<file path="src/rtl/waveform_pkg.sv">
// Shared types for the waveform scheduler: FSM states, candidate config and
// the legality rule applied to every accepted configuration.
package waveform_pkg;

  localparam int CFG_MAX_W = 32;

  typedef enum logic [1:0] {
    IDLE = 2'd0,
    RUN  = 2'd1,
    ERR  = 2'd2
  } state_t;

  typedef struct packed {
    logic [CFG_MAX_W-1:0] period;
    logic [CFG_MAX_W-1:0] rise;
    logic [CFG_MAX_W-1:0] fall;
  } wave_cfg_t;

  // Callers zero-extend their CNT_W fields, so this equals an unsigned CNT_W compare.
  function automatic logic wave_cfg_valid(input wave_cfg_t c);
    return (c.period >= CFG_MAX_W'(2)) && (c.rise < c.fall) && (c.fall < c.period);
  endfunction

endpackage

</file>
<file path="src/rtl/waveform_sched_if.sv">
// Config handshake, run control and waveform/tick outputs of the scheduler.
interface waveform_sched_if #(
  parameter int CNT_W  = 8,
  parameter int N_OUT  = 4,
  parameter int PCNT_W = 16
) ();
  logic              cfg_valid;
  logic              cfg_ready;
  logic [CNT_W-1:0]  cfg_period;
  logic [CNT_W-1:0]  cfg_rise;
  logic [CNT_W-1:0]  cfg_fall;
  logic [N_OUT-1:0]  cfg_mask;
  logic              start;
  logic              stop;
  logic              wave_out;
  logic [N_OUT-1:0]  tick;
  logic              busy;
  logic              cfg_ok;
  logic              cfg_err;
  logic [PCNT_W-1:0] periods;

  modport master (
    output cfg_valid, cfg_period, cfg_rise, cfg_fall, cfg_mask, start, stop,
    input  cfg_ready, wave_out, tick, busy, cfg_ok, cfg_err, periods
  );

  modport slave (
    input  cfg_valid, cfg_period, cfg_rise, cfg_fall, cfg_mask, start, stop,
    output cfg_ready, wave_out, tick, busy, cfg_ok, cfg_err, periods
  );
endinterface

</file>
<file path="src/rtl/waveform_phase_cnt.sv">
// Phase counter modulo period with wrap strobe and saturating period count.
module waveform_phase_cnt #(
  parameter int CNT_W  = 8,
  parameter int PCNT_W = 16
) (
  input  logic              clk,
  input  logic              rst_n,
  input  logic              enable,
  input  logic              clear,
  input  logic [CNT_W-1:0]  period,
  output logic [CNT_W-1:0]  phase,
  output logic              wrap,
  output logic [PCNT_W-1:0] periods
);
  logic [CNT_W-1:0]  phase_q, phase_d;
  logic [PCNT_W-1:0] periods_q, periods_d;

  assign wrap = enable && (phase_q == period - CNT_W'(1));

  // Phase parks at zero whenever the counter is not advancing; the count holds.
  always_comb begin
    phase_d   = '0;
    periods_d = periods_q;
    if (clear) begin
      periods_d = '0;
    end else if (enable) begin
      phase_d = wrap ? '0 : phase_q + CNT_W'(1);
      if (wrap && (periods_q != '1)) begin
        periods_d = periods_q + PCNT_W'(1);
      end
    end
  end

  always_ff @(posedge clk or negedge rst_n) begin
    if (!rst_n) begin
      phase_q   <= '0;
      periods_q <= '0;
    end else begin
      phase_q   <= phase_d;
      periods_q <= periods_d;
    end
  end

  assign phase   = phase_q;
  assign periods = periods_q;
endmodule

</file>
<file path="src/rtl/waveform_sched.sv">
// Waveform scheduler: validates (period, rise, fall), then emits a registered
// periodic waveform and masked per-consumer ticks at the rise phase.
module waveform_sched
  import waveform_pkg::*;
#(
  parameter int CNT_W  = 8,
  parameter int N_OUT  = 4,
  parameter int PCNT_W = 16
) (
  input  logic            clk,
  input  logic            rst_n,
  waveform_sched_if.slave bus
);
  state_t            state_q, state_d;
  logic [CNT_W-1:0]  period_q, period_d, rise_q, rise_d, fall_q, fall_d;
  logic [N_OUT-1:0]  mask_q, mask_d, tick_q, tick_d, tick_hit;
  logic              wave_q, wave_d, cfg_ok_q, cfg_ok_d, cfg_err_q, cfg_err_d;
  logic              accept, cand_ok, go, run_en;
  logic              unused_wrap;
  logic [CNT_W-1:0]  phase;
  logic [PCNT_W-1:0] periods;
  wave_cfg_t         cand;

  assign bus.cfg_ready = (state_q != RUN);
  assign accept        = bus.cfg_valid && (state_q != RUN);

  always_comb begin
    cand.period = CFG_MAX_W'(bus.cfg_period);
    cand.rise   = CFG_MAX_W'(bus.cfg_rise);
    cand.fall   = CFG_MAX_W'(bus.cfg_fall);
  end

  assign cand_ok = wave_cfg_valid(cand);
  // A config accept in the same cycle takes precedence over start.
  assign go      = (state_q == IDLE) && !accept && bus.start && cfg_ok_q && !bus.stop;
  assign run_en  = (state_q == RUN) && !bus.stop;

  waveform_phase_cnt #(
    .CNT_W (CNT_W),
    .PCNT_W(PCNT_W)
  ) u_phase_cnt (
    .clk    (clk),
    .rst_n  (rst_n),
    .enable (run_en),
    .clear  (go),
    .period (period_q),
    .phase  (phase),
    .wrap   (unused_wrap),
    .periods(periods)
  );

  for (genvar gi = 0; gi < N_OUT; gi++) begin : g_tick
    assign tick_hit[gi] = mask_q[gi] && (phase == rise_q);
  end

  always_comb begin
    state_d   = state_q;
    period_d  = period_q;
    rise_d    = rise_q;
    fall_d    = fall_q;
    mask_d    = mask_q;
    cfg_ok_d  = cfg_ok_q;
    cfg_err_d = cfg_err_q;
    wave_d    = 1'b0;
    tick_d    = '0;
    case (state_q)
      IDLE, ERR: begin
        if (accept) begin
          period_d  = bus.cfg_period;
          rise_d    = bus.cfg_rise;
          fall_d    = bus.cfg_fall;
          mask_d    = bus.cfg_mask;
          cfg_ok_d  = cand_ok;
          cfg_err_d = !cand_ok;
          state_d   = cand_ok ? IDLE : ERR;
        end else if (go) begin
          state_d = RUN;
        end
      end
      RUN: begin
        if (bus.stop) begin
          state_d = IDLE;
        end else begin
          wave_d = (phase >= rise_q) && (phase < fall_q);
          tick_d = tick_hit;
        end
      end
      default: state_d = IDLE;
    endcase
  end

  always_ff @(posedge clk or negedge rst_n) begin
    if (!rst_n) begin
      state_q   <= IDLE;
      period_q  <= '0;
      rise_q    <= '0;
      fall_q    <= '0;
      mask_q    <= '0;
      cfg_ok_q  <= 1'b0;
      cfg_err_q <= 1'b0;
      wave_q    <= 1'b0;
      tick_q    <= '0;
    end else begin
      state_q   <= state_d;
      period_q  <= period_d;
      rise_q    <= rise_d;
      fall_q    <= fall_d;
      mask_q    <= mask_d;
      cfg_ok_q  <= cfg_ok_d;
      cfg_err_q <= cfg_err_d;
      wave_q    <= wave_d;
      tick_q    <= tick_d;
    end
  end

  assign bus.wave_out = wave_q;
  assign bus.tick     = tick_q;
  assign bus.busy     = (state_q == RUN);
  assign bus.cfg_ok   = cfg_ok_q;
  assign bus.cfg_err  = cfg_err_q;
  assign bus.periods  = periods;
endmodule

</file>
<file path="src/flat_wrapper.sv">
// flat-port wrapper written by rule: the top's interface ports become plain ports
module waveform_sched_flat import waveform_pkg::*;
#(
  parameter int CNT_W  = 8,
  parameter int N_OUT  = 4,
  parameter int PCNT_W = 16
)
  (clk, rst_n, bus_cfg_valid, bus_cfg_period, bus_cfg_rise, bus_cfg_fall, bus_cfg_mask, bus_start, bus_stop, bus_cfg_ready, bus_wave_out, bus_tick, bus_busy, bus_cfg_ok, bus_cfg_err, bus_periods);
  waveform_sched_if #(.CNT_W(CNT_W), .N_OUT(N_OUT), .PCNT_W(PCNT_W)) bus_i ();
  input  logic clk;
  input  logic rst_n;
  input wire logic [$bits(bus_i.cfg_valid)-1:0] bus_cfg_valid;
  input wire logic [$bits(bus_i.cfg_period)-1:0] bus_cfg_period;
  input wire logic [$bits(bus_i.cfg_rise)-1:0] bus_cfg_rise;
  input wire logic [$bits(bus_i.cfg_fall)-1:0] bus_cfg_fall;
  input wire logic [$bits(bus_i.cfg_mask)-1:0] bus_cfg_mask;
  input wire logic [$bits(bus_i.start)-1:0] bus_start;
  input wire logic [$bits(bus_i.stop)-1:0] bus_stop;
  output wire logic [$bits(bus_i.cfg_ready)-1:0] bus_cfg_ready;
  output wire logic [$bits(bus_i.wave_out)-1:0] bus_wave_out;
  output wire logic [$bits(bus_i.tick)-1:0] bus_tick;
  output wire logic [$bits(bus_i.busy)-1:0] bus_busy;
  output wire logic [$bits(bus_i.cfg_ok)-1:0] bus_cfg_ok;
  output wire logic [$bits(bus_i.cfg_err)-1:0] bus_cfg_err;
  output wire logic [$bits(bus_i.periods)-1:0] bus_periods;
  assign bus_i.cfg_valid = bus_cfg_valid;
  assign bus_i.cfg_period = bus_cfg_period;
  assign bus_i.cfg_rise = bus_cfg_rise;
  assign bus_i.cfg_fall = bus_cfg_fall;
  assign bus_i.cfg_mask = bus_cfg_mask;
  assign bus_i.start = bus_start;
  assign bus_i.stop = bus_stop;
  assign bus_cfg_ready = bus_i.cfg_ready;
  assign bus_wave_out = bus_i.wave_out;
  assign bus_tick = bus_i.tick;
  assign bus_busy = bus_i.busy;
  assign bus_cfg_ok = bus_i.cfg_ok;
  assign bus_cfg_err = bus_i.cfg_err;
  assign bus_periods = bus_i.periods;
  waveform_sched #(.CNT_W(CNT_W), .N_OUT(N_OUT), .PCNT_W(PCNT_W)) u_core (.clk(clk), .rst_n(rst_n), .bus(bus_i));
endmodule
</file>
<file path="config.mk">
export PLATFORM = sky130hd
export DESIGN_NAME = waveform_sched_flat
export DESIGN_NICKNAME = d
export VERILOG_FILES = /design/src/rtl/waveform_pkg.sv /design/src/rtl/waveform_sched_if.sv /design/src/rtl/waveform_phase_cnt.sv /design/src/rtl/waveform_sched.sv /design/src/flat_wrapper.sv
export SDC_FILE = /design/constraint.sdc
export NUM_CORES = 1
export LEC_CHECK = 0
export CAP_MARGIN = 20
export CELL_PAD_IN_SITES_DETAIL_PLACEMENT = 2
export CELL_PAD_IN_SITES_GLOBAL_PLACEMENT = 2
export CORE_UTILIZATION = 34
export CTS_CLUSTER_DIAMETER = 80
export DETAILED_ROUTE_END_ITERATION = 12
export PLACE_DENSITY_LB_ADDON = 0.15
export SLEW_MARGIN = 15
export SYNTH_ARGS = -nofsm -noshare
export SYNTH_HDL_FRONTEND = slang
export SYNTH_HIERARCHICAL = 1
export SYNTH_SLANG_ARGS = --single-unit
export TNS_END_PERCENT = 20
</file>
<file path="constraint.sdc">
create_clock -name clk -period 2.7 [get_ports clk]
set_clock_uncertainty 0.15 [all_clocks]
set_input_delay 0.81 -clock clk [delete_from_list [all_inputs] [get_ports clk]]
set_output_delay 0.81 -clock clk [all_outputs]
set_load 0.02 [all_outputs]
</file>
==> results.md <==
| Item | Reported | Unit |
|:---|:---|:---|
| Count of different cell masters after synthesis | 55 | - |
| Height of the chip | 105.6 | µm |
| Non-filler cells, final | 615 | - |
| Input/output buffers | 57 | - |
| Final net count | 539 | - |
| Largest net degree at the start of global routing | 62 | - |
| Post-layout utilization of the core | 0.4795 | - |
| Worst rel slew slack | 0.6713 | - |
| Worst endpoint required time | 2830 | ps |
| Number of instances in the synthesized netlist | 377 | - |
| Max Root-Sink Buffers | 2 | - |
| Number of buffers inserted during clock tree synthesis | 9 | - |
| Syn_nets | 442 | - |
| Wirelength, routed | 11,810 | µm |
| First-pass iteration count of the detailed router | 6 | - |
| Starting utilization of the core area | 0.3517 | - |
| Number of antenna cells inserted | 0 | - |
| Residual overflow from global routing | 0 | - |
| Count of final max-slew check failures | 0 | - |
| Capturing element type of the critical path | flip-flop | - |
| Root Buffer | clkbuf_8 | - |
| CTS tree | done | - |
| Average wire length per cell after detail routing | 19.20 | µm |
| Placed Cells incl. Taps | 597 | - |
| Initial antenna violation count | 0 | - |
| Count of routing violations after the opening detailed-route iteration | 75 | - |
| Yosys reg bits | 61 | - |
| Hold Vio Cnt, Final | 0 | - |
| Ratio of total power to cell area | 460.4 | nW/µm² |
| Gate family responsible for the most delay along the worst path | simple AND/OR/NAND/NOR gates | - |
| Total chip power | 0.002289 | W |
| Startpoint-to-endpoint class of the critical path | reg -> reg | - |
| Clock transition at the registers of the reported paths | 70 | ps |
| Crit path buffers/inverters | 0 | - |
| EDFF count, synth | 0 | - |
| Post-CTS Hold Buffers | 0 | - |
| Part of the Yosys area used for sequential elements | 0.4185 | - |
| Period utilisation layout | 0.9648 | - |
| Delay of the slowest cell on the worst path | 560 | ps |
| Share of flip-flops with an asynchronous set or reset | 1.000 | - |
| Gate power share | 0.181 | - |
| Fillers | 1,155 | - |
| Worst setup SP type | flip-flop | - |
| Leading cell types by total area after synthesis | dfrtp_1 42%, ha_1 11%, mux2_2 4.3% | - |
| Via-to-Cell Ratio | 5.317 | - |
| P_int | 0.001661 | W |
| Largest fanout of any net on the critical path | 6 | - |
| Tightest Hold Check Type | in -> async | - |
| Top Ports | 58 | - |
| Slew at the pin with the worst max-slew slack | 489.3 | ps |
| Width of the die | 105.6 | µm |
| Master of the slowest instance on the critical path | or4_4 | - |
| Top FF cell, synth | dfrtp_1 | - |
| Clock network latency to the later pin of the worst-skew pair | 360 | ps |
| Count of antenna-violating nets left after detailed routing | 0 | - |
| Outcome | finished clean | - |
| Yosys warning total | 6 | - |
| Via total after detailed routing | 3,270 | - |
| Critical path, cell by cell | or4_4, o41ai_4, o211ai_4, or4_1, a21oi_1 | - |
| Part of the power in registers | 0.434 | - |
| Row count | 37 | - |
| Proportion of layout cells with a drive suffix above 1 | 0.2025 | - |
| Die area | 11,150 | µm² |
| P_leak | 2.276 | nW |
| Area of the mapped netlist | 3647 | µm² |
| Synth Area per Inst | 9.674 | µm² |
| Synth area leader | dfrtp_1 | - |
| Number of DRC violations after detailed routing | 0 | - |
| Switching fraction of total power | 0.2746 | - |
| VDD IR max | 0.2350 | mV |
| Routability-driven placement congestion ratio | 0.7848 | - |
| Power spent charging and discharging nets | 0.0006287 | W |
| Post-layout minimum cycle time | 2605 | ps |
| CTS HTree Levels | 3 | - |
| Area growth from synthesis to layout | 36.33 | % |
| Final Setup Violations | 0 | - |
| Sinks on the clock net | 61 | - |
| Half-perimeter wire length of the detailed placement result | 8574 | µm |
| Combined global-route utilization of all metal layers | 0.2297 | - |
| Fraction of synthesized cell area taken by the top area cell type | 0.4185 | - |
| First-pass GRT wire length | 19,590 | µm |
| Maxcap violations | 0 | - |
| Placeable core region | 10,370 | µm² |
| CP Data Arrival Time | 2730 | ps |
| Clock share of power | 0.385 | - |
| Number of global-route vias before repair | 3,821 | - |
| Final sum of negative setup slack | 0 | ps |
| Peak clock frequency supported by timing | 0.3839 | GHz |
final timing paths:
path	startpoint	to	slack (ps)	depth (start not counted)
worst max-delay path	u_core/period_q[2]	u_core/u_phase_cnt/periods[12]	100	5
worst min-delay path	rst_n	u_core/fall_q[6]	280	2
worst max register to register	u_core/period_q[2]	u_core/u_phase_cnt/periods[12]	100	5
worst min register to register	u_core/mask_q[2]	u_core/bus.tick[2]	330	1
max in group asynchronous	rst_n	u_core/fall_q[1]	1780	2
min in group clk	u_core/mask_q[2]	u_core/bus.tick[2]	330	1
timing repair:
action | in CTS | in global routing
setup endpoints to repair | 15 | 13
setup buffers | 1 | 0
cloned | 1 | 0
resized for setup | 10 | 10
pin swaps | 1 | 2
registers in the layout, summed over array words and instances, names as in the netlist:
signal                      flops
u_core/mask_q                   4
u_core/bus.cfg_ok               1
u_core/bus.tick                 4
u_core/period_q                 8
u_core/u_phase_cnt/periods     16
u_core/u_phase_cnt/phase        8
u_core/rise_q                   8
u_core/bus.cfg_err              1
u_core/bus.wave_out             1
u_core/state_q                  2
u_core/fall_q                   8
power groups by stage:
stage / clock [W] / sequential (W) / combinational, W
floorplan: 0 / 0.00101 / 0.000185
global placement: 0 / 0.00101 / 0.000375
detailed placement: 0 / 0.00101 / 0.000398
CTS: 0.000906 / 0.000994 / 0.000414
global route: 0.000947 / 0.000998 / 0.000457
finish: 0.000882 / 0.000993 / 0.000415
cell usage in the layout (no fill, tap or decap), types with 3 or more instances in the layout:
| master | synthesis | layout |
|---|---|---|
| dfrtp_1 | 61 | 61 |
| clkdlybuf4s50_1 | 0 | 55 |
| inv_1 | 37 | 36 |
| buf_4 | 3 | 35 |
| ha_1 | 32 | 31 |
| nand2_1 | 22 | 22 |
| nor2_1 | 20 | 20 |
| o21ai_0 | 18 | 18 |
| a21oi_1 | 19 | 15 |
| mux2_2 | 14 | 14 |
| clkbuf_8 | 0 | 12 |
| nand4_1 | 12 | 12 |
| nand3_1 | 13 | 12 |
| or3_1 | 9 | 9 |
| o21ai_1 | 9 | 9 |
| xnor2_1 | 8 | 8 |
| nor3_1 | 8 | 7 |
| and3_1 | 7 | 7 |
| and2_1 | 6 | 6 |
| xor2_1 | 6 | 6 |
| nor2b_1 | 6 | 5 |
| nand2b_1 | 5 | 4 |
| a21o_1 | 4 | 4 |
| a31oi_1 | 5 | 4 |
| a21oi_2 | 0 | 4 |
| inv_2 | 2 | 3 |
| nor4_1 | 4 | 3 |
| o211ai_1 | 3 | 3 |
| a211o_1 | 3 | 3 |
| o31ai_1 | 3 | 3 |
metal layers:
| layer | vias up | GRT usage | part of all wire |
|---|---|---|---|
| met2 | 49 | 0.4088 | 0.51 |
| met1 | 1666 | 0.2785 | 0.45 |
| met5 | - | 0 | 0 |
| met3 | 13 | 0.03772 | 0.021 |
| met4 | 0 | 0.08333 | 0.015 |
| li1 | 1542 | - | - |
Yosys cell counts, types with 3 or more instances:
| master | instances |
|---|---|
| a31oi_1 | 5 |
| xor2_1 | 6 |
| a21o_1 | 4 |
| and2_1 | 6 |
| nor4_1 | 4 |
| mux2_2 | 14 |
| ha_1 | 32 |
| nor3_1 | 8 |
| nor2b_1 | 6 |
| inv_1 | 37 |
| or3_1 | 9 |
| buf_4 | 3 |
| o211ai_1 | 3 |
| nand2_1 | 22 |
| dfrtp_1 | 61 |
| a21oi_1 | 19 |
| nand3_1 | 13 |
| or4_1 | 3 |
| nor2_1 | 20 |
| o21ai_1 | 9 |
| a211o_1 | 3 |
| o21ai_0 | 18 |
| and3_1 | 7 |
| nand4_1 | 12 |
| clkbuf_1 | 3 |
| o31ai_1 | 3 |
| nand2b_1 | 5 |
| xnor2_1 | 8 |
worst reg2reg max path, delay by kind of cell, from the launching register on:
kind | cells | cell delay [ps]
AOI/OAI and AO/OA | 3 | 890
and+or+nand+nor | 2 | 1120
DFF | 1 | 380
final cells by class:
| class | count | area [µm²] | area share |
|---|---|---|---|
| Sequential cell | 61 | 1526 | 0.3070 |
| Tap cell | 136 | 170.2 | 0.03422 |
| Clock inverter | 3 | 42.54 | 0.008556 |
| Inverter | 39 | 146.4 | 0.02944 |
| Multi-Input combinational cell | 267 | 2024 | 0.4071 |
| Clock buffer | 13 | 168.9 | 0.03397 |
| Timing Repair Buffer | 96 | 893.4 | 0.1797 |
kinds of logic (layout without fill, tap and decap cells):
logic type | after synthesis | in the layout | share of synthesized area
multiplexers | 16 | 16 | 0.04940
buffers and inverters | 50 | 151 | 0.05729
AND/OR/NAND/NOR | 126 | 126 | 0.1907
XOR/XNOR | 14 | 14 | 0.03362
AO/OA/AOI/OAI | 78 | 79 | 0.1407
flip-flops | 61 | 61 | 0.4185
adder cells (fa/ha/maj) | 32 | 32 | 0.1098
per-stage QoR:
stage          cell area (µm²)  worst slack [ps]  hold slack (ps)
6_report                  4972             95.12            276.2
5_1_grt                   4972            -29.44            323.0
4_1_cts                   4927             2.937            311.9
3_5_place_dp              4638            -550.4            325.9
3_3_place_gp              4638            -390.5            313.9
2_1_floorplan             3647             191.5            296.8
(Power assumes the default switching activity.)
